**src/rtl/fabric_cfg_loader.sv**
```systemverilog
// fabric_cfg_loader: assembles a WORD_W-bit stream in a shadow, checks padding (plus an XOR checksum word when FABRIC_CFG_CHECKSUM_EN is defined), then commits it to config_bits and holds fabric_rst_n low for HOLD_CYCLES
module fabric_cfg_loader #(
  parameter int CFG_W = 52,
  parameter int WORD_W = 8,
  parameter int HOLD_CYCLES = 4
) (
  input  logic              clk,
  input  logic              rst,
  input  logic              start,
  input  logic              abort,
  input  logic              cfg_valid,
  input  logic [WORD_W-1:0] cfg_data,
  output logic              cfg_ready,
  output logic [CFG_W-1:0]  config_bits,
  output logic              fabric_rst_n,
  output logic              busy,
  output logic              done,
  output logic              err
);
  localparam int NWORDS = (CFG_W + WORD_W - 1) / WORD_W;
  localparam int SH_W = NWORDS * WORD_W;
  localparam int CNT_W = $clog2(NWORDS + 1);
  localparam int HC_W = $clog2(HOLD_CYCLES + 1);
  localparam logic [CNT_W-1:0] LAST = CNT_W'(NWORDS - 1);
  localparam logic [HC_W-1:0] HLAST = HC_W'(HOLD_CYCLES - 1);
  typedef enum logic [2:0] {
    S_IDLE,
    S_LOAD,
`ifdef FABRIC_CFG_CHECKSUM_EN
    S_CSUM,
`endif
    S_CHECK,
    S_APPLY,
    S_HOLD,
    S_ERR
  } state_t;
`ifdef FABRIC_CFG_CHECKSUM_EN
  localparam state_t S_AFTER = S_CSUM;
`else
  localparam state_t S_AFTER = S_CHECK;
`endif
  state_t r_state, w_next;
  logic [SH_W-1:0] r_shadow;
  logic [CNT_W-1:0] r_cnt;
  logic [HC_W-1:0] r_hcnt;
  logic [CFG_W-1:0] r_cfg;
  logic r_ready, r_rstn, r_busy, r_done, r_err;
  logic w_xfer, w_pad_bad;
`ifdef FABRIC_CFG_CHECKSUM_EN
  logic [WORD_W-1:0] r_xor;
`endif
  assign w_xfer = cfg_valid && r_ready && !abort;
  assign w_pad_bad = (r_shadow >> CFG_W) != '0;
  assign cfg_ready = r_ready;
  assign config_bits = r_cfg;
  assign fabric_rst_n = r_rstn;
  assign busy = r_busy;
  assign done = r_done;
  assign err = r_err;
  always_ff @(posedge clk) begin
    if (rst) r_state <= S_IDLE;
    else r_state <= w_next;
  end
  always_comb begin
    w_next = r_state;
    case (r_state)
      S_IDLE:  w_next = start ? S_LOAD : S_IDLE;
      S_LOAD:  w_next = abort ? S_ERR : (w_xfer && r_cnt == LAST) ? S_AFTER : S_LOAD;
`ifdef FABRIC_CFG_CHECKSUM_EN
      S_CSUM:  w_next = abort ? S_ERR : !w_xfer ? S_CSUM : (cfg_data == r_xor) ? S_CHECK : S_ERR;
`endif
      S_CHECK: w_next = w_pad_bad ? S_ERR : S_APPLY;
      S_APPLY: w_next = S_HOLD;
      S_HOLD:  w_next = (r_hcnt == HLAST) ? S_IDLE : S_HOLD;
      S_ERR:   w_next = S_IDLE;
      default: w_next = S_IDLE;
    endcase
  end
  // Words arrive LSB-first, so shifting each one in from the top leaves word i at [i*WORD_W +: WORD_W] once all are in.
  always_ff @(posedge clk) begin
    if (rst) begin
      r_shadow <= '0;
      r_cnt <= '0;
      r_hcnt <= '0;
      r_cfg <= '0;
      r_ready <= 1'b0;
      r_rstn <= 1'b0;
      r_busy <= 1'b0;
      r_done <= 1'b0;
      r_err <= 1'b0;
`ifdef FABRIC_CFG_CHECKSUM_EN
      r_xor <= '0;
`endif
    end else begin
      r_ready <= (w_next == S_LOAD) || (w_next == S_AFTER && S_AFTER != S_CHECK);
      r_busy <= w_next != S_IDLE;
      r_done <= r_state == S_HOLD && w_next == S_IDLE;
      if (r_state == S_IDLE && start) begin
        r_shadow <= '0;
        r_cnt <= '0;
        r_err <= 1'b0;
`ifdef FABRIC_CFG_CHECKSUM_EN
        r_xor <= '0;
`endif
      end
      if (r_state == S_LOAD && w_xfer) begin
        r_shadow <= {cfg_data, r_shadow[SH_W-1:WORD_W]};
        r_cnt <= r_cnt + 1'b1;
`ifdef FABRIC_CFG_CHECKSUM_EN
        r_xor <= r_xor ^ cfg_data;
`endif
      end
      if (w_next == S_ERR) r_shadow <= '0;
      if (r_state == S_ERR) r_err <= 1'b1;
      if (r_state == S_APPLY) begin
        r_cfg <= r_shadow[CFG_W-1:0];
        r_rstn <= 1'b0;
        r_hcnt <= '0;
      end
      if (r_state == S_HOLD) begin
        r_hcnt <= r_hcnt + 1'b1;
        if (w_next == S_IDLE) r_rstn <= 1'b1;
      end
    end
  end
endmodule

```
**config.mk**
```make
export PLATFORM = sky130hd
export DESIGN_NAME = fabric_cfg_loader
export DESIGN_NICKNAME = d
export VERILOG_FILES = /design/src/rtl/fabric_cfg_loader.sv
export SDC_FILE = /design/constraint.sdc
export NUM_CORES = 1
export LEC_CHECK = 0
export ABC_AREA = 0
export ABC_CLOCK_PERIOD_IN_PS = 2600
export CAP_MARGIN = 20
export CORE_MARGIN = 5
export CORE_UTILIZATION = 39
export CTS_CLUSTER_DIAMETER = 80
export DETAILED_ROUTE_END_ITERATION = 7
export GPL_ROUTABILITY_DRIVEN = 0
export PLACE_DENSITY = 0.62
export RECOVER_POWER = 25
export SLEW_MARGIN = 20
export SYNTH_ARGS = -nofsm -noshare
export SYNTH_HDL_FRONTEND = slang
export SYNTH_SLANG_ARGS = --single-unit
```
**constraint.sdc**
```tcl
create_clock -name clk -period 2.6 [get_ports clk]
set_input_delay 0.52 -clock clk [delete_from_list [all_inputs] [get_ports clk]]
set_output_delay 0.52 -clock clk [all_outputs]
set_load 0.02 [all_outputs]
```
# After elaboration in Yosys (flattened, before gate mapping)
# Cells that the tools add are included.
[word_totals]
ff_bits = 122
in_bits = 13
output_inout_bits = 57
elab_cells = 53
[classes]
n_addsub = 2
eq_ne = 9
n_mux = 17
reduce_logical = 15
[ops]
columns = ["cell", "n"]
rows = [
  ["two-way mux 56 bit", 2],
  ["nonzero test 56 bit", 1],
  ["two-way mux 3 bit", 7],
  ["one-hot mux 3 bit (5 select lines)", 1],
  ["equality test 3 bit (second input constant)", 4],
  ["equality test 3 x 2 -> 1 bit (second input constant)", 3],
  ["adder 3 x 1 -> 3 bit (second input constant)", 2],
  ["equality test 3 x 1 -> 1 bit (second input constant)", 2],
  ["logical AND 1 bit", 6],
  ["zero test 3 bit", 2],
  ["two-way mux 1 bit", 6],
  ["nonzero test 2 bit", 3],
  ["nonzero test 3 bit", 1],
  ["two-way mux 2 bit", 1],
  ["OR reduction 2 bit", 1],
  ["zero test 1 bit", 1],
]

# Logic depth before layout (Yosys ltp)
# Gate-level depths: netlist of the first run.
[depth]
depth_word = 9
ltp_mapped = 9
ltp_nobuf = 6

# Worst setup path after synthesis of the first run
# OpenSTA, ideal clock, no wires.
[synth_path]
path_kind = "input to register"
startpoint = "input abort"
endpoint = "register r_cnt[0]"
setup_ns = 0.128
arrival_ns = 1.670
required_time_ns = 2.472
slack_ns = 0.802
path_stages = 7
n_path_buf = 3
path_cell_list = "nand3b_1 or3_1 clkbuf_1 buf_6 buf_6 mux2i_1 nor2_1"
[synth_between]
elab_chain_cells = 4
elab_cells_between_ends = 5
classes_between = "mux (1); reduce/logical (4)"
[synth_rtl]
columns = ["item", "line_no", "rtl"]
rows = [
  ["start: declaration", "10", "input logic abort,"],
  ["zero test 1 bit *", "52", "assign w_xfer = cfg_valid && r_ready && !abort;"],
  ["logical AND 1 bit *", "52", ""],
  ["logical AND 1 bit *", "106", "if (r_state == S_LOAD && w_xfer) begin"],
  ["two-way mux 3 bit / nonzero test 2 bit (equally long branches)", "--", ""],
  ["end signal: assignment", "108", "r_cnt <= r_cnt + 1'b1;"],
  ["end: declaration", "44", "logic [CNT_W-1:0] r_cnt;"],
]
# Mark *: on every way between the ends. The rest lies on a longest branch, timed or not.
# A chain may end at the register's enable or synchronous reset.

# Worst setup path after layout of the first run
[layout_path]
startpoint = "register r_state[0]"
endpoint = "register r_shadow[32]"
[layout_between]
elab_chain_cells = 4
elab_cells_between_ends = 12
classes_between = "eq/ne (5); mux (2); reduce/logical (5)"
[layout_rtl]
columns = ["item", "line_no", "rtl"]
rows = [
  ["start: declaration", "42", "state_t r_state, w_next;"],
  ["start signal: assignment", "62", "else r_state <= w_next;"],
  ["equality test 3 bit, or another cell as far along", "66", "case (r_state)"],
  ["one-hot mux 3 bit (5 select lines)", "66", ""],
  ["equality test 3 bit", "113", "if (w_next == S_ERR) r_shadow <= '0;"],
  ["OR reduction 2 bit (no source line)", "--", ""],
  ["end signal: assignment", "107", "r_shadow <= {cfg_data, r_shadow[SH_W-1:WORD_W]};"],
  ["end: declaration", "43", "logic [SH_W-1:0] r_shadow;"],
]
# Parallel ways exist; a longest one is shown, timed or not.

==> flow_metrics.py, run 1 <==
metrics = {
    "route": {
        "drtAntennaViolNets": 0,
        "drtIter0Drc": 175,
        "first_pass_iters": 4,
        "routedWlPerCell_um": 13.8,
        "post-route-drc-count": 0,
        "via_count": 3771,
        "routed_wl_um": 11000,
        "viasPerCell": 4.76,
    },
    "critical_path": {
        "rrSetupSlack_ps": 480,
        "crit_path_start_kind": "register",
        "crit_type": "register to register",
        "crit_family": "simple AND/OR/NAND/NOR gates",
        "end_kind": "register",
        "critPathBufInv": 1,
        "arrival_ps": 2410,
        "cpPeakStageDelay_ps": 640,
        "cp_slowest_cell": "dfxtp_1",
        "required_ps": 2890,
        "critPathMaxFanout": 40,
        "path_cells": "nand2b_1 -> or3_1 -> buf_12 -> mux2i_1 -> nor2_1",
    },
    "grt": {
        "grt_max_degree": 64,
        "antenna_found_initial": 0,
        "grt_pass1_wl_um": 18700,
        "first_global_vias": 3871,
        "gr-total-overflow": 0,
        "grt.total_usage_pct": 15.6,
    },
    "logic_synthesis": {
        "synth_top_cell_area_share_pct": 50.0,
        "synth_fa_ha_area_share_pct": 1.03,
        "synth_top_family_by_area": "simple AND/OR/NAND/NOR gates",
        "synthTopCellsByArea": "dfxtp_1 50%, mux2i_1 12%, nand2_1 8.1%, nor2b_1 6.5%, a21oi_1 6.0%",
        "synth_mux_area_share_pct": 12.0,
        "netlist_instances": 557,
        "synthDistinctLibCells": 35,
        "synthSimpleGateAreaFrac_pct": 23.6,
        "synth_edf_count": 0,
        "yosys_warnings": 0,
        "synth_compound_area_share_pct": 8.38,
        "synth_ff_type": "dfxtp_1",
        "syn-cell-area_sq_um": 4880,
        "yosysSeqAreaShare_pct": 50.0,
        "ys_seq_elements": 122,
        "yosys.area.top_type": "dfxtp_1",
        "synthXorXnorAreaFrac_pct": 0.179,
        "synthArstFlopShare_pct": 0,
        "avgSynthCellArea_sq_um": 8.76,
        "syn_nets": 574,
    },
    "hold_path": {
        "hp-class": "register to register",
    },
    "timing": {
        "finalSetupTns_ps": 0,
        "min_period_ps": 2120,
        "hold_viol": 0,
        "rsz0062_at_grt": "no",
        "slew_violations": 0,
        "finClkSkew_ps": 6.03,
        "setup_violations": 0,
        "timing.slew.headroom_pct": 56.9,
        "fmax_mhz": 471,
        "finalCritPeriodShare_pct": 81.6,
        "tightest_slew_ps": 647,
        "holdWs_ps": 449,
    },
    "cts": {
        "path_clk_slew_ps": 50,
        "cts_hold_buffers": 0,
        "cts_resized": 0,
        "cts_num_sinks": 122,
        "h-tree-depth": 4,
        "post_cts_buffers": 0,
        "cts-buffers-inserted": 17,
        "cts.path.max_buffers": 2,
        "cts_tree": "done",
        "clockRootBuffer": "clkbuf_16",
        "clock_latency_ps": 410,
    },
    "final_layout": {
        "final_net_count": 629,
        "final_cell_mix": "122 x dfxtp_1, 105 x nand2_1, 64 x nor2_1, 59 x a21oi_1, 57 x mux2i_1",
        "num_antenna_cells": 0,
        "syn2layout_area_growth_pct": 29.8,
        "drive_above_1_share_pct": 7.36,
        "layout_commonest_cell": "dfxtp_1",
    },
    "floorplan": {
        "die_x_um": 122,
        "num_rows": 40,
        "io_pins": 70,
        "fp.coreArea_sq_um": 12200,
        "fp.dieArea_sq_um": 14900,
        "die_h_um": 122,
        "initial_utilization_pct": 40.1,
    },
    "power": {
        "power_mw": 4.57,
        "p_per_area_nw_per_um2": 721,
        "power.leakage_nw": 2.80,
        "irDropWorstVdd_v": 0.000472,
    },
    "place": {
        "dp_hpwl_um": 7150,
        "port_buffers": 69,
    },
    "outcome": {
        "outcome": "finished, final reports clean",
    },
    "flow_run": {
        "drv_cap": 0,
    },
}
power by group:
group          internal (mW)  leakage, nW  switching [mW]  total, mW
Clock                   1.70        0.311           0.826       2.53
Combinational         0.0555         1.50          0.0950      0.151
Sequential              1.88        0.983          0.0111       1.89
per-layer routing:
layer | share of wire (%) | track usage, %
met3 | 3.7 | 4.22
met1 | 48 | 19.9
met5 | 0 | 0
met4 | 1.6 | 6.30
met2 | 47 | 24.9
flip-flops by register name, indices dropped and copies added, names as in the netlist:
register	count
fabric_rst_n	1
r_hcnt	3
r_shadow	56
err	1
r_cnt	3
r_state	3
done	1
config_bits	52
busy	1
cfg_ready	1
synthesized netlist by cell type (all sizes together) (2+ instances only):
master	count
a2bb2oi	2
nand2	105
dfxtp	122
nand2b	3
o221ai	2
o21ai	4
nand3	4
ha	4
inv	7
clkbuf	23
a21oi	59
buf	18
mux2i	57
nor3	8
nor2b	51
or3	2
and2b	6
nor2	65
area by class of cell:
type,instances,area [sq um]
Fill cell,1140,5820
Sequential cell,122,2440
Multi-Input combinational cell,387,2220
Timing Repair Buffer,77,793
Clock buffer,21,480
Tap cell,168,210
Clock inverter,11,166
Inverter,7,26.3
final timing paths:
kind | startpoint | endpoint | cells after the start
worst max register to register | r_state[0]$_SDFF_PP0_ | r_shadow[32]$_SDFFE_PP0P_ | 5
worst max-delay path | r_state[0]$_SDFF_PP0_ | r_shadow[32]$_SDFFE_PP0P_ | 5
worst min-delay path | config_bits[9]$_SDFFE_PP0P_ | config_bits[9]$_SDFFE_PP0P_ | 2
worst min register to register | config_bits[9]$_SDFFE_PP0P_ | config_bits[9]$_SDFFE_PP0P_ | 2
metrics by stage:
step	cell area (sq um)	utilization, %	std cells	setup WS (ps)
after CTS	6360	52.3	793	602
after floorplan	4880	-	557	802
after global placement	5710	47.0	761	309
final	6340	52.1	793	479
after detailed placement	5710	47.0	761	304
after global routing	6340	52.1	793	345
worst register-to-register path, cell delays in order, from the launching register on:
cell and delay [ps]:
dfxtp_1 640, nand2b_1 330, or3_1 490, buf_12 240, mux2i_1 240, nor2_1 60
logic make-up (layout without fill, tap and decap cells):
| family | Yosys count | in the layout |
|---|---|---|
| adders and majority gates | 4 | 4 |
| buffers and inverters | 48 | 116 |
| and+or+nand+nor | 250 | 250 |
| muxes | 58 | 58 |
| DFF | 122 | 122 |
| xor gates and xnor gates | 1 | 1 |
| AOI/OAI and AO/OA | 74 | 74 |
No activity file was read; power rests on OpenSTA's default activity.
==> run 2, diff against run 1 <==
--- a/config.mk
+++ b/config.mk
@@ -6,14 +6,14 @@
 export NUM_CORES = 1
 export LEC_CHECK = 0
 export ABC_AREA = 0
-export ABC_CLOCK_PERIOD_IN_PS = 2600
+export ABC_CLOCK_PERIOD_IN_PS = 1750
 export CAP_MARGIN = 20
 export CORE_MARGIN = 5
 export CORE_UTILIZATION = 39
 export CTS_CLUSTER_DIAMETER = 80
 export DETAILED_ROUTE_END_ITERATION = 7
 export GPL_ROUTABILITY_DRIVEN = 0
-export PLACE_DENSITY = 0.62
+export PLACE_DENSITY = 0.65
 export RECOVER_POWER = 25
 export SLEW_MARGIN = 20
 export SYNTH_ARGS = -nofsm -noshare
==> constraint.sdc (replaced) <==
create_clock -name clk -period 1.75 [get_ports clk]
set_input_delay 0.35 -clock clk [delete_from_list [all_inputs] [get_ports clk]]
set_output_delay 0.35 -clock clk [all_outputs]
set_load 0.02 [all_outputs]
==> flow_metrics.py, run 2 (synthesis results as in run 1) <==
metrics = {
    "outcome": {
        "outcome": "finished, final reports clean",
    },
    "floorplan": {
        "fp.dieArea_sq_um": 14900,
        "num_rows": 40,
        "fp.coreArea_sq_um": 12200,
        "initial_utilization_pct": 40.1,
        "die_h_um": 122,
        "die_x_um": 122,
        "io_pins": 70,
    },
    "power": {
        "p_int_mw": 5.44,
        "power_mw": 6.86,
        "combPwrFrac_pct": 4.2,
        "power.leakage_nw": 2.78,
        "clock_power_share_pct": 55.0,
        "irDropWorstVdd_v": 0.000590,
        "p_per_area_nw_per_um2": 1070,
        "switching_share_pct": 20.7,
        "sequentialPowerShare_pct": 40.9,
        "p_sw_mw": 1.42,
    },
    "critical_path": {
        "crit_family": "buffers and inverters",
        "cpPeakStageDelay_ps": 620,
        "cp_slowest_cell": "clkdlybuf4s50_1",
        "crit_type": "register to primary output",
        "crit_path_start_kind": "register",
        "critPathMaxFanout": 2,
        "end_kind": "primary output",
        "critPathBufInv": 1,
        "required_ps": 1400,
        "path_cells": "clkdlybuf4s50_1",
        "arrival_ps": 1360,
    },
    "cts": {
        "cts_hold_buffers": 0,
        "cts_tree": "done",
        "clockRootBuffer": "clkbuf_16",
        "cts.path.max_buffers": 2,
        "cts_num_sinks": 122,
        "h-tree-depth": 4,
        "cts-buffers-inserted": 17,
        "clock_latency_ps": 420,
        "path_clk_slew_ps": 50,
    },
    "timing": {
        "min_period_ps": 1710,
        "slew_violations": 0,
        "rsz0062_at_grt": "no",
        "setup_violations": 0,
        "tightest_slew_ps": 430,
        "holdWs_ps": 291,
        "fmax_mhz": 583,
        "finalCritPeriodShare_pct": 98.0,
        "finClkSkew_ps": 5.37,
        "hold_viol": 0,
        "timing.slew.headroom_pct": 71.3,
    },
    "route": {
        "drtAntennaViolNets": 0,
        "routed_wl_um": 11500,
        "first_pass_iters": 4,
        "viasPerCell": 4.81,
        "routedWlPerCell_um": 14.1,
        "post-route-drc-count": 0,
        "drtIter0Drc": 219,
        "via_count": 3903,
    },
    "final_layout": {
        "postLayoutCoreUtil_pct": 52.6,
        "final_net_count": 648,
        "largest_reg_flops": 56,
        "layout_commonest_cell": "dfxtp_1",
        "drive_above_1_share_pct": 10.6,
        "num_antenna_cells": 0,
        "final_cell_mix": "121 x dfxtp_1, 105 x nand2_1, 64 x nor2_1, 59 x a21oi_1, 57 x mux2i_1",
        "syn2layout_area_growth_pct": 31.1,
        "top_register": "r_shadow",
        "final_cells": 812,
    },
    "grt": {
        "grt_max_degree": 43,
        "grt.total_usage_pct": 16.3,
        "gr-total-overflow": 0,
        "antenna_found_initial": 0,
        "grt_pass1_wl_um": 19500,
        "first_global_vias": 3930,
    },
    "place": {
        "dp_hpwl_um": 7660,
        "placed_cells": 780,
        "port_buffers": 69,
    },
    "hold_path": {
        "hp-class": "input pin to register",
    },
    "flow_run": {
        "drv_cap": 0,
    },
}
## run 2: power by group through the flow
stage	registers, mW	logic [mW]	clock network (mW)
after detailed placement	2.86	0.287	0
after CTS	2.80	0.290	3.82
after floorplan	2.86	0.151	0
after global placement	2.86	0.281	0
final	2.80	0.285	3.77
after global routing	2.80	0.307	3.97
## run 2: area by class of cell
cell class	count	area [sq um]
Clock buffer	21	480
Clock inverter	11	166
Fill cell	1131	5760
Inverter	7	26.3
Multi-Input combinational cell	387	2240
Sequential cell	122	2440
Tap cell	168	210
Timing Repair Buffer	96	833
## run 2: final timing paths
path                             endpoint  depth (start not counted)  slack (ps)                          from
max                       config_bits[13]                          1          40  config_bits[13]$_SDFFE_PP0P_
min               fabric_rst_n$_SDFF_PP0_                          2         290                           rst
min reg2reg  config_bits[49]$_SDFFE_PP0P_                          2         450  config_bits[49]$_SDFFE_PP0P_
max reg2reg     r_shadow[29]$_SDFFE_PP0P_                          5         120     r_shadow[55]$_SDFFE_PP0P_
## run 2: metrics by stage
stage          instance area, sq um  TNS [ps]  setup WS (ps)
6_report                       6400         0           35.3
5_1_grt                        6400         0          0.434
4_1_cts                        6560         0           4.73
3_5_place_dp                   5920    -11390           -231
3_3_place_gp                   5920    -11060           -223
2_1_floorplan                  4880         0           62.6
## run 2: repair_timing
item,in CTS,in global routing
pin swaps,0,0
resized for setup,3,27
hold endpoints to repair,0,0
setup buffers,0,0
setup endpoints to repair,3,45
## run 2: routing by layer
layer	GRT usage, %	share of wire, %	up-vias
li1	-	-	1973
met1	21.3	48	1826
met2	25.2	45	81
met3	5.06	4.3	23
met4	6.37	2.1	0
met5	0	0	-
